## src/rtl/cp0_pkg.sv

```systemverilog
// ----------------------------------------------------------------------------
// cp0_pkg
// Constants shared by the CP0 register file and its write initiators:
//   - ExcCode values written to Cause.ExcCode
//   - CP0 register indices (bit positions in the cp0_we strobe vector)
//   - Status / Cause field positions
//   - per-instruction exception flag positions inside mem_exc
//   - exception commit FSM state encoding
// ----------------------------------------------------------------------------
package cp0_pkg;

    // ExcCode values
    localparam logic [4:0] EXC_INT  = 5'd0;
    localparam logic [4:0] EXC_ADEL = 5'd4;
    localparam logic [4:0] EXC_ADES = 5'd5;
    localparam logic [4:0] EXC_SYS  = 5'd8;
    localparam logic [4:0] EXC_BP   = 5'd9;
    localparam logic [4:0] EXC_RI   = 5'd10;
    localparam logic [4:0] EXC_OV   = 5'd12;

    // CP0 register indices
    localparam int CP0_BADVADDR = 8;
    localparam int CP0_COUNT    = 9;
    localparam int CP0_STATUS   = 12;
    localparam int CP0_CAUSE    = 13;
    localparam int CP0_EPC      = 14;
    localparam int CP0_PRID     = 15;
    localparam int CP0_CONFIG   = 16;

    // Status fields
    localparam int STATUS_IE    = 0;
    localparam int STATUS_EXL   = 1;
    localparam int STATUS_IM_LO = 8;
    localparam int STATUS_IM_HI = 15;

    // Cause fields (software interrupt pending bits IP1..IP0)
    localparam int CAUSE_IP_SW_LO = 8;
    localparam int CAUSE_IP_SW_HI = 9;

    // mem_exc flag positions
    localparam int MEXC_DATA    = 0;
    localparam int MEXC_BP      = 1;
    localparam int MEXC_SYS     = 2;
    localparam int MEXC_OV      = 3;
    localparam int MEXC_RI      = 4;
    localparam int MEXC_ADEL_IF = 5;
    localparam int MEXC_ERET    = 6;

    // Commit FSM states
    typedef enum logic [1:0] {
        ST_IDLE   = 2'd0,
        ST_COMMIT = 2'd1,
        ST_FLUSH  = 2'd2
    } exc_state_t;

endpackage

```

## src/rtl/exc_ctrl_int_sync.sv

```systemverilog
// ----------------------------------------------------------------------------
// int_sync
// Parameterised two-flop synchroniser for asynchronous level inputs.
// Ports:
//   clk  in       clock
//   rst  in       asynchronous active-high reset (clears both stages)
//   d    in  [N]  asynchronous inputs
//   q    out [N]  synchronised outputs (two-cycle latency)
// ----------------------------------------------------------------------------
module int_sync #(
    parameter int N = 6
) (
    input  logic         clk,
    input  logic         rst,
    input  logic [N-1:0] d,
    output logic [N-1:0] q
);

    logic [N-1:0] meta_r;
    logic [N-1:0] sync_r;

    // Two back-to-back capture stages.
    always_ff @(posedge clk or posedge rst) begin
        if (rst) begin
            meta_r <= '0;
            sync_r <= '0;
        end else begin
            meta_r <= d;
            sync_r <= meta_r;
        end
    end

    assign q = sync_r;

endmodule

```

## src/rtl/exc_ctrl.sv

```systemverilog
// ----------------------------------------------------------------------------
// exc_ctrl
// Exception / interrupt commit controller at the MEM/WB boundary. Prioritises
// per-instruction exceptions and hardware interrupts, drives one-cycle CP0
// write strobes with the EPC/BadVAddr/ExcCode/BD/EXL payload, redirects the
// PC and flushes IF..MEM. Also commits ERET (clear EXL, return to EPC).
//
// Optional build macro: EXC_CTRL_TIMER_INT_EN adds a sticky Count/Compare
// timer interrupt ORed into IP7 (hw_int_sync[5]).
//
// Ports:
//   clk, rst                 clock, asynchronous active-high reset
//   mem_valid/pc/bd          MEM-stage instruction valid, PC, delay-slot flag
//   mem_exc[6:0]             {eret, adel_if, ri, ov, sys, bp, data_err}
//   mem_ld_st_err/ades/daddr data address error, store(1)/load(0), address
//   hw_int[5:0]              asynchronous interrupt lines
//   status_in/cause_in/epc_in current CP0 Status, Cause, EPC
//   count_in/compare_in/compare_wr  (timer option only)
//   cp0_we                   one-cycle CP0 write strobes (bits 8,12,13,14)
//   epc_out/badvaddr_out/exc_code/bd_out/exl_out  CP0 payload (held)
//   hw_int_sync              synchronised interrupt lines for Cause.IP
//   redirect_valid/pc        one-cycle PC redirect
//   flush                    squash IF..MEM
// ----------------------------------------------------------------------------
module exc_ctrl
    import cp0_pkg::*;
#(
    parameter int               WIDTH        = 32,
    parameter logic [WIDTH-1:0] EXC_VECTOR   = 32'hBFC0_0380,
    parameter int               FLUSH_CYCLES = 2
) (
    input  logic             clk,
    input  logic             rst,
    input  logic             mem_valid,
    input  logic [WIDTH-1:0] mem_pc,
    input  logic             mem_bd,
    input  logic [6:0]       mem_exc,
    input  logic             mem_ld_st_err,
    input  logic             mem_ades,
    input  logic [WIDTH-1:0] mem_daddr,
    input  logic [5:0]       hw_int,
    input  logic [WIDTH-1:0] status_in,
    input  logic [WIDTH-1:0] cause_in,
    input  logic [WIDTH-1:0] epc_in,
`ifdef EXC_CTRL_TIMER_INT_EN
    input  logic [WIDTH-1:0] count_in,
    input  logic [WIDTH-1:0] compare_in,
    input  logic             compare_wr,
`endif
    output logic [WIDTH-1:0] cp0_we,
    output logic [WIDTH-1:0] epc_out,
    output logic [WIDTH-1:0] badvaddr_out,
    output logic [4:0]       exc_code,
    output logic             bd_out,
    output logic             exl_out,
    output logic [5:0]       hw_int_sync,
    output logic             redirect_valid,
    output logic [WIDTH-1:0] redirect_pc,
    output logic             flush
);

    // FLUSH state is entered with this many flush cycles still to go.
    localparam logic [2:0] FLUSH_LOAD = 3'(FLUSH_CYCLES - 1);

    // One-hot CP0 write strobe for register index idx.
    function automatic logic [WIDTH-1:0] we_bit(input int idx);
        logic [WIDTH-1:0] v;
        v      = '0;
        v[idx] = 1'b1;
        return v;
    endfunction

    exc_state_t       state_r;
    exc_state_t       state_next_s;
    logic [2:0]       cnt_r;
    logic [2:0]       cnt_next_s;

    logic [5:0]       hw_sync_s;
    logic [5:0]       ip_hw_s;
    logic             int_pend_s;
    logic             data_err_s;

    logic             exc_hit_s;
    logic             eret_hit_s;
    logic             addr_err_s;
    logic             fetch_err_s;
    logic [4:0]       code_s;
    logic [WIDTH-1:0] we_exc_s;

    logic             take_exc_s;
    logic             take_eret_s;
    logic             flush_next_s;

    logic             unused_s;

    int_sync #(
        .N (6)
    ) u_int_sync (
        .clk (clk),
        .rst (rst),
        .d   (hw_int),
        .q   (hw_sync_s)
    );

`ifdef EXC_CTRL_TIMER_INT_EN
    logic timer_pending_r;
    logic timer_match_s;

    // A Compare of zero means the timer is disarmed.
    assign timer_match_s = (count_in == compare_in) && (compare_in != '0);

    // Sticky timer interrupt; a Compare write wins over a same-cycle match.
    always_ff @(posedge clk or posedge rst) begin
        if (rst) begin
            timer_pending_r <= 1'b0;
        end else if (compare_wr) begin
            timer_pending_r <= 1'b0;
        end else if (timer_match_s) begin
            timer_pending_r <= 1'b1;
        end
    end

    assign ip_hw_s = {hw_sync_s[5] | timer_pending_r, hw_sync_s[4:0]};
`else
    assign ip_hw_s = hw_sync_s;
`endif

    assign hw_int_sync = ip_hw_s;

    // IE set, EXL clear, and some unmasked line among {IP7..IP2, IP1..IP0}.
    assign int_pend_s = status_in[STATUS_IE] & ~status_in[STATUS_EXL] &
                        (|({ip_hw_s, cause_in[CAUSE_IP_SW_HI:CAUSE_IP_SW_LO]} &
                           status_in[STATUS_IM_HI:STATUS_IM_LO]));

    // A data address error may be flagged by either the MEM exception bit or
    // the dedicated load/store error line.
    assign data_err_s = mem_exc[MEXC_DATA] | mem_ld_st_err;

    // Fixed-priority selection of the winning event; ERET only if nothing else.
    always_comb begin
        exc_hit_s   = 1'b1;
        eret_hit_s  = 1'b0;
        addr_err_s  = 1'b0;
        fetch_err_s = 1'b0;
        code_s      = EXC_INT;
        if (int_pend_s) begin
            code_s = EXC_INT;
        end else if (mem_exc[MEXC_ADEL_IF]) begin
            code_s      = EXC_ADEL;
            addr_err_s  = 1'b1;
            fetch_err_s = 1'b1;
        end else if (mem_exc[MEXC_RI]) begin
            code_s = EXC_RI;
        end else if (mem_exc[MEXC_OV]) begin
            code_s = EXC_OV;
        end else if (mem_exc[MEXC_SYS]) begin
            code_s = EXC_SYS;
        end else if (mem_exc[MEXC_BP]) begin
            code_s = EXC_BP;
        end else if (data_err_s) begin
            code_s     = mem_ades ? EXC_ADES : EXC_ADEL;
            addr_err_s = 1'b1;
        end else if (mem_exc[MEXC_ERET]) begin
            exc_hit_s  = 1'b0;
            eret_hit_s = 1'b1;
        end else begin
            exc_hit_s = 1'b0;
        end
    end

    // Exception write set: Status, Cause, EPC, plus BadVAddr on address errors.
    always_comb begin
        we_exc_s = we_bit(CP0_STATUS) | we_bit(CP0_CAUSE) | we_bit(CP0_EPC);
        if (addr_err_s) begin
            we_exc_s = we_exc_s | we_bit(CP0_BADVADDR);
        end else begin
            we_exc_s = we_exc_s;
        end
    end

    // Next-state logic; MEM inputs are only looked at in IDLE.
    always_comb begin
        state_next_s = state_r;
        cnt_next_s   = cnt_r;
        take_exc_s   = 1'b0;
        take_eret_s  = 1'b0;
        case (state_r)
            ST_IDLE: begin
                if (mem_valid && exc_hit_s) begin
                    take_exc_s   = 1'b1;
                    state_next_s = ST_COMMIT;
                end else if (mem_valid && eret_hit_s) begin
                    take_eret_s  = 1'b1;
                    state_next_s = ST_COMMIT;
                end else begin
                    state_next_s = ST_IDLE;
                end
            end
            ST_COMMIT: begin
                state_next_s = ST_FLUSH;
                cnt_next_s   = FLUSH_LOAD;
            end
            ST_FLUSH: begin
                if (cnt_r <= 3'd1) begin
                    state_next_s = ST_IDLE;
                    cnt_next_s   = 3'd0;
                end else begin
                    cnt_next_s = cnt_r - 3'd1;
                end
            end
            default: begin
                state_next_s = ST_IDLE;
                cnt_next_s   = 3'd0;
            end
        endcase
    end

    // Flush is high throughout COMMIT and while FLUSH still has cycles left.
    assign flush_next_s = (state_next_s == ST_COMMIT) ||
                          ((state_next_s == ST_FLUSH) && (cnt_next_s != 3'd0));

    // State register and flush down-counter.
    always_ff @(posedge clk or posedge rst) begin
        if (rst) begin
            state_r <= ST_IDLE;
            cnt_r   <= 3'd0;
        end else begin
            state_r <= state_next_s;
            cnt_r   <= cnt_next_s;
        end
    end

    // Registered outputs: strobes pulse for the COMMIT cycle, payload holds.
    always_ff @(posedge clk or posedge rst) begin
        if (rst) begin
            cp0_we         <= '0;
            epc_out        <= '0;
            badvaddr_out   <= '0;
            exc_code       <= 5'd0;
            bd_out         <= 1'b0;
            exl_out        <= 1'b0;
            redirect_valid <= 1'b0;
            redirect_pc    <= '0;
            flush          <= 1'b0;
        end else begin
            cp0_we         <= '0;
            redirect_valid <= 1'b0;
            flush          <= flush_next_s;
            if (take_exc_s) begin
                cp0_we         <= we_exc_s;
                // Delay-slot faults restart at the branch; wraps modulo 2^WIDTH.
                epc_out        <= mem_bd ? (mem_pc - WIDTH'(32'd4)) : mem_pc;
                badvaddr_out   <= fetch_err_s ? mem_pc : mem_daddr;
                exc_code       <= code_s;
                bd_out         <= mem_bd;
                exl_out        <= 1'b1;
                redirect_valid <= 1'b1;
                redirect_pc    <= EXC_VECTOR;
            end else if (take_eret_s) begin
                cp0_we         <= we_bit(CP0_STATUS);
                exl_out        <= 1'b0;
                redirect_valid <= 1'b1;
                redirect_pc    <= epc_in;
            end
        end
    end

    // Register fields this controller does not consume.
    assign unused_s = &{1'b0, status_in[WIDTH-1:STATUS_IM_HI+1],
                        status_in[STATUS_IM_LO-1:STATUS_EXL+1],
                        cause_in[WIDTH-1:CAUSE_IP_SW_HI+1],
                        cause_in[CAUSE_IP_SW_LO-1:0]};

endmodule

```

## config.mk

```make
export PLATFORM = sky130hd
export DESIGN_NAME = exc_ctrl
export DESIGN_NICKNAME = d
export VERILOG_FILES = /design/src/rtl/cp0_pkg.sv /design/src/rtl/exc_ctrl_int_sync.sv /design/src/rtl/exc_ctrl.sv
export SDC_FILE = /design/constraint.sdc
export NUM_CORES = 1
export LEC_CHECK = 0
export ABC_AREA = 0
export CELL_PAD_IN_SITES_DETAIL_PLACEMENT = 1
export CELL_PAD_IN_SITES_GLOBAL_PLACEMENT = 1
export CORE_MARGIN = 1
export CORE_UTILIZATION = 30
export CTS_BUF_LIST = sky130_fd_sc_hd__clkbuf_8
export DETAILED_ROUTE_END_ITERATION = 12
export PLACE_DENSITY_LB_ADDON = 0.3
export SLEW_MARGIN = 20
export SYNTH_ARGS = -nofsm -noshare
export SYNTH_HDL_FRONTEND = slang
export SYNTH_HIERARCHICAL = 1
export SYNTH_SLANG_ARGS = --single-unit
```

## constraint.sdc

```tcl
create_clock -name clk -period 7.3 [get_ports clk]
set_input_delay 1.46 -clock clk [delete_from_list [all_inputs] [get_ports clk]]
set_output_delay 1.46 -clock clk [all_outputs]
set_load 0.03 [all_outputs]
```

==> results.cfg <==
[clocking]
numCtsBuffers = 17
cts_tree = done
cts_root_buf = clkbuf_8
clockBufferDepth = 2
cts.htree.levels = 4
post_cts_buffers = 0
ctsHoldBuffers = 0
cts_sinks = 123
cts_resized = 0
path_clk_slew_ns = 0.07
clk_latency_ns = 0.44

[global_route]
gr-max-usage-layer = met2
grt_pass1_vias = 5596
track_usage = 0.201
grt_first_pass_wirelength_um = 30100
gr-usage-met1 = 0.239
met2_usage = 0.342
grt_remaining_overflow = 0
gr-usage-met3 = 0.0647
grt_max_degree = 74
antenna_found_initial = 1

[power]
switching_power_uw = 1480
pwr-share-clk = 0.186
switching_share = 0.424
ir_worst_vdd_v = 0.000173
power_frac_comb = 0.493
p_leak_uw = 0.00350
pwr-share-seq = 0.320
internal-power_uw = 2010
p_per_area_mw_per_mm2 = 408

[worst_setup_path]
endpoint_kind = flop
path_max_fanout = 32
crit_arrival_ns = 4.11
crit_chain = clkdlybuf4s50_1 > a22o_1 > o41ai_2 > nand3_2 > o22ai_1 > a21oi_1
critPathMaxStageDelay_ns = 0.77
cp-start-kind = primary input
path_buf_inv = 1
cp_top_family = compound AO/OA/AOI/OAI gates
slowest_stage = nand3_2
critPathKind = in -> reg
cp.required_ns = 7.57

[timing]
finalCritPeriodShare = 0.526
setup_viol = 0
max_slew_margin = 0.339
post-route-min-period_ns = 3.84
skew_ns = 0.00909
tns_ns = 0
worstMarginPinSlew_ns = 0.988
rsz0062_at_grt = false
slew_viol_final = 0
clock.fmax_mhz = 261
hold_viol = 0

[final_layout]
fillers = 2100
multi_input_area_mm2 = 0.00229
fin_nets = 1018
final_util = 0.470
area_growth_pct = 51.4
final_common_cell = clkdlybuf4s50_1
seq_area_mm2 = 0.00308
diodes = 0
final_cell_mix = clkdlybuf4s50_1 (240), dfrtp_1 (123), nand2_1 (114)
drive_gt1_frac = 0.0577

[drt]
ant_nets = 0
via_per_inst = 4.88
drtPass1Iterations = 4
vias = 5260
post_drt_wl_per_cell_um = 17.7
wl_um = 19100
drtIter0Drc = 145
drc = 0

[synthesis]
syn_area_mm2 = 0.00565
muxShareOfSynthArea = 0.00177
syn_area_per_cell_um2 = 9.28
synth_seq_cells = 123
synth_top_family_by_area = simple AND/OR/NAND/NOR gates
synth.area.top_cells = dfrtp_1 (54%), nand2_1 (7.6%), a21oi_1 (5.6%)
postSynthCellCount = 609
yosysTopAreaCell = dfrtp_1
ys_types = 46
yosys_warnings = 6
synth_edf_count = 0
synth-seq-area-share = 0.544
ys.flop_type = dfrtp_1
synth-compound-area-share = 0.150
synth_top_area_frac = 0.544
yosys.area_share.simple = 0.185
synth_xor_xnor_area_share = 0.0372
async_flop_share = 1.00
synth_fa_ha_area_frac = 0.00664

[floorplanning]
die_x_um = 139
core-area_mm2 = 0.0182
dieArea_mm2 = 0.0194
start_util = 0.311
rows = 49
boundaryPins = 322
die_y_um = 139

[hold_path]
hold_class = reg -> reg

[place]
place.gp.congestion = 0.762
dp_hpwl_um = 13800
io_buffers = 240

[run_status]
status = complete, no violations

[job]
max_cap_violations = 0
through the flow:
| stage | hold slack [ns] | instance area (um^2) | setup WS (ns) | instances | power [uW] |
|---|---|---|---|---|---|
| after floorplan | 0.331 | 5760 | 2.91 | 637 | 2090 |
| after global placement | 0.334 | 8120 | 3.13 | 1046 | 2810 |
| after detailed placement | 0.336 | 8120 | 2.98 | 1046 | 2860 |
| after CTS | 0.353 | 8550 | 3.45 | 1078 | 3540 |
| after global routing | 0.360 | 8560 | 3.30 | 1078 | 3690 |
| final | 0.350 | 8560 | 3.46 | 1078 | 3490 |
cell type report:
class,instances,area share
Sequential cell,123,0.360
Tap cell,229,0.0335
Inverter,10,0.00497
Clock buffer,21,0.0338
Clock inverter,11,0.0167
Multi-Input combinational cell,441,0.268
Timing Repair Buffer,243,0.283
cell usage after synthesis (all sizes together), types with 3 or more instances:
library cell / number
dfrtp: 123
nand2: 115
a21oi: 63
nor2: 59
buf: 46
o22ai: 34
o21ai: 33
nand3: 18
clkbuf: 17
xnor2: 13
nor3: 12
xor2: 11
inv: 10
nor4: 7
a22o: 6
or4: 5
a31oi: 3
and2: 3
and3: 3
ha: 3
o41ai: 3
cell families after synthesis:
group,Yosys count
DFF,123
and+or+nand+nor,237
muxes,1
buffers and inverters,73
AOI/OAI and AO/OA,147
other,1
adders and majority gates,3
xor gates and xnor gates,24
worst register-to-register path: stages (launching register included):
cell and delay [ns]:
dfrtp_1 0.39, a22o_1 0.27, o41ai_2 0.72, nand3_2 0.77, o22ai_1 0.43, a21oi_1 0.08
metal layers:
metal  wire (um)  vias up
met5           0        -
met4         314        0
met3        1290       22
met2        9300      177
met1        8180     2572
li1            -     2489
power groups by stage:
stage	logic, uW	clock network [uW]	registers (uW)
6_report	1720	651	1120
4_1_cts	1740	675	1120
2_1_floorplan	457	0	1630
3_5_place_dp	1740	0	1130
5_1_grt	1830	707	1150
3_3_place_gp	1700	0	1110
sequential cells by signal, summed over array words and instances, names as in the netlist:
| name | cells |
|---|---|
| badvaddr_out | 32 |
| bd_out | 1 |
| cnt_r | 3 |
| cp0_we | 3 |
| epc_out | 32 |
| exc_code | 4 |
| exl_out | 1 |
| flush | 1 |
| redirect_pc | 32 |
| state_r | 2 |
| u_int_sync/meta_r | 6 |
| u_int_sync/q | 6 |
worst paths after layout:
check	startpoint	endpoint	slack [ns]	cells past startpoint
worst max-delay path	status_in[10]	badvaddr_out[5]	3.46	6
worst min-delay path	u_int_sync/meta_r[4]	u_int_sync/q[4]	0.35	0
worst max register to register	u_int_sync/q[0]	badvaddr_out[5]	4.49	5
worst min register to register	u_int_sync/meta_r[4]	u_int_sync/q[4]	0.35	0
max in group asynchronous	rst	badvaddr_out[19]	4.50	3
min in group asynchronous	rst	u_int_sync/q[0]	1.42	2
(Power assumes the default switching activity.)
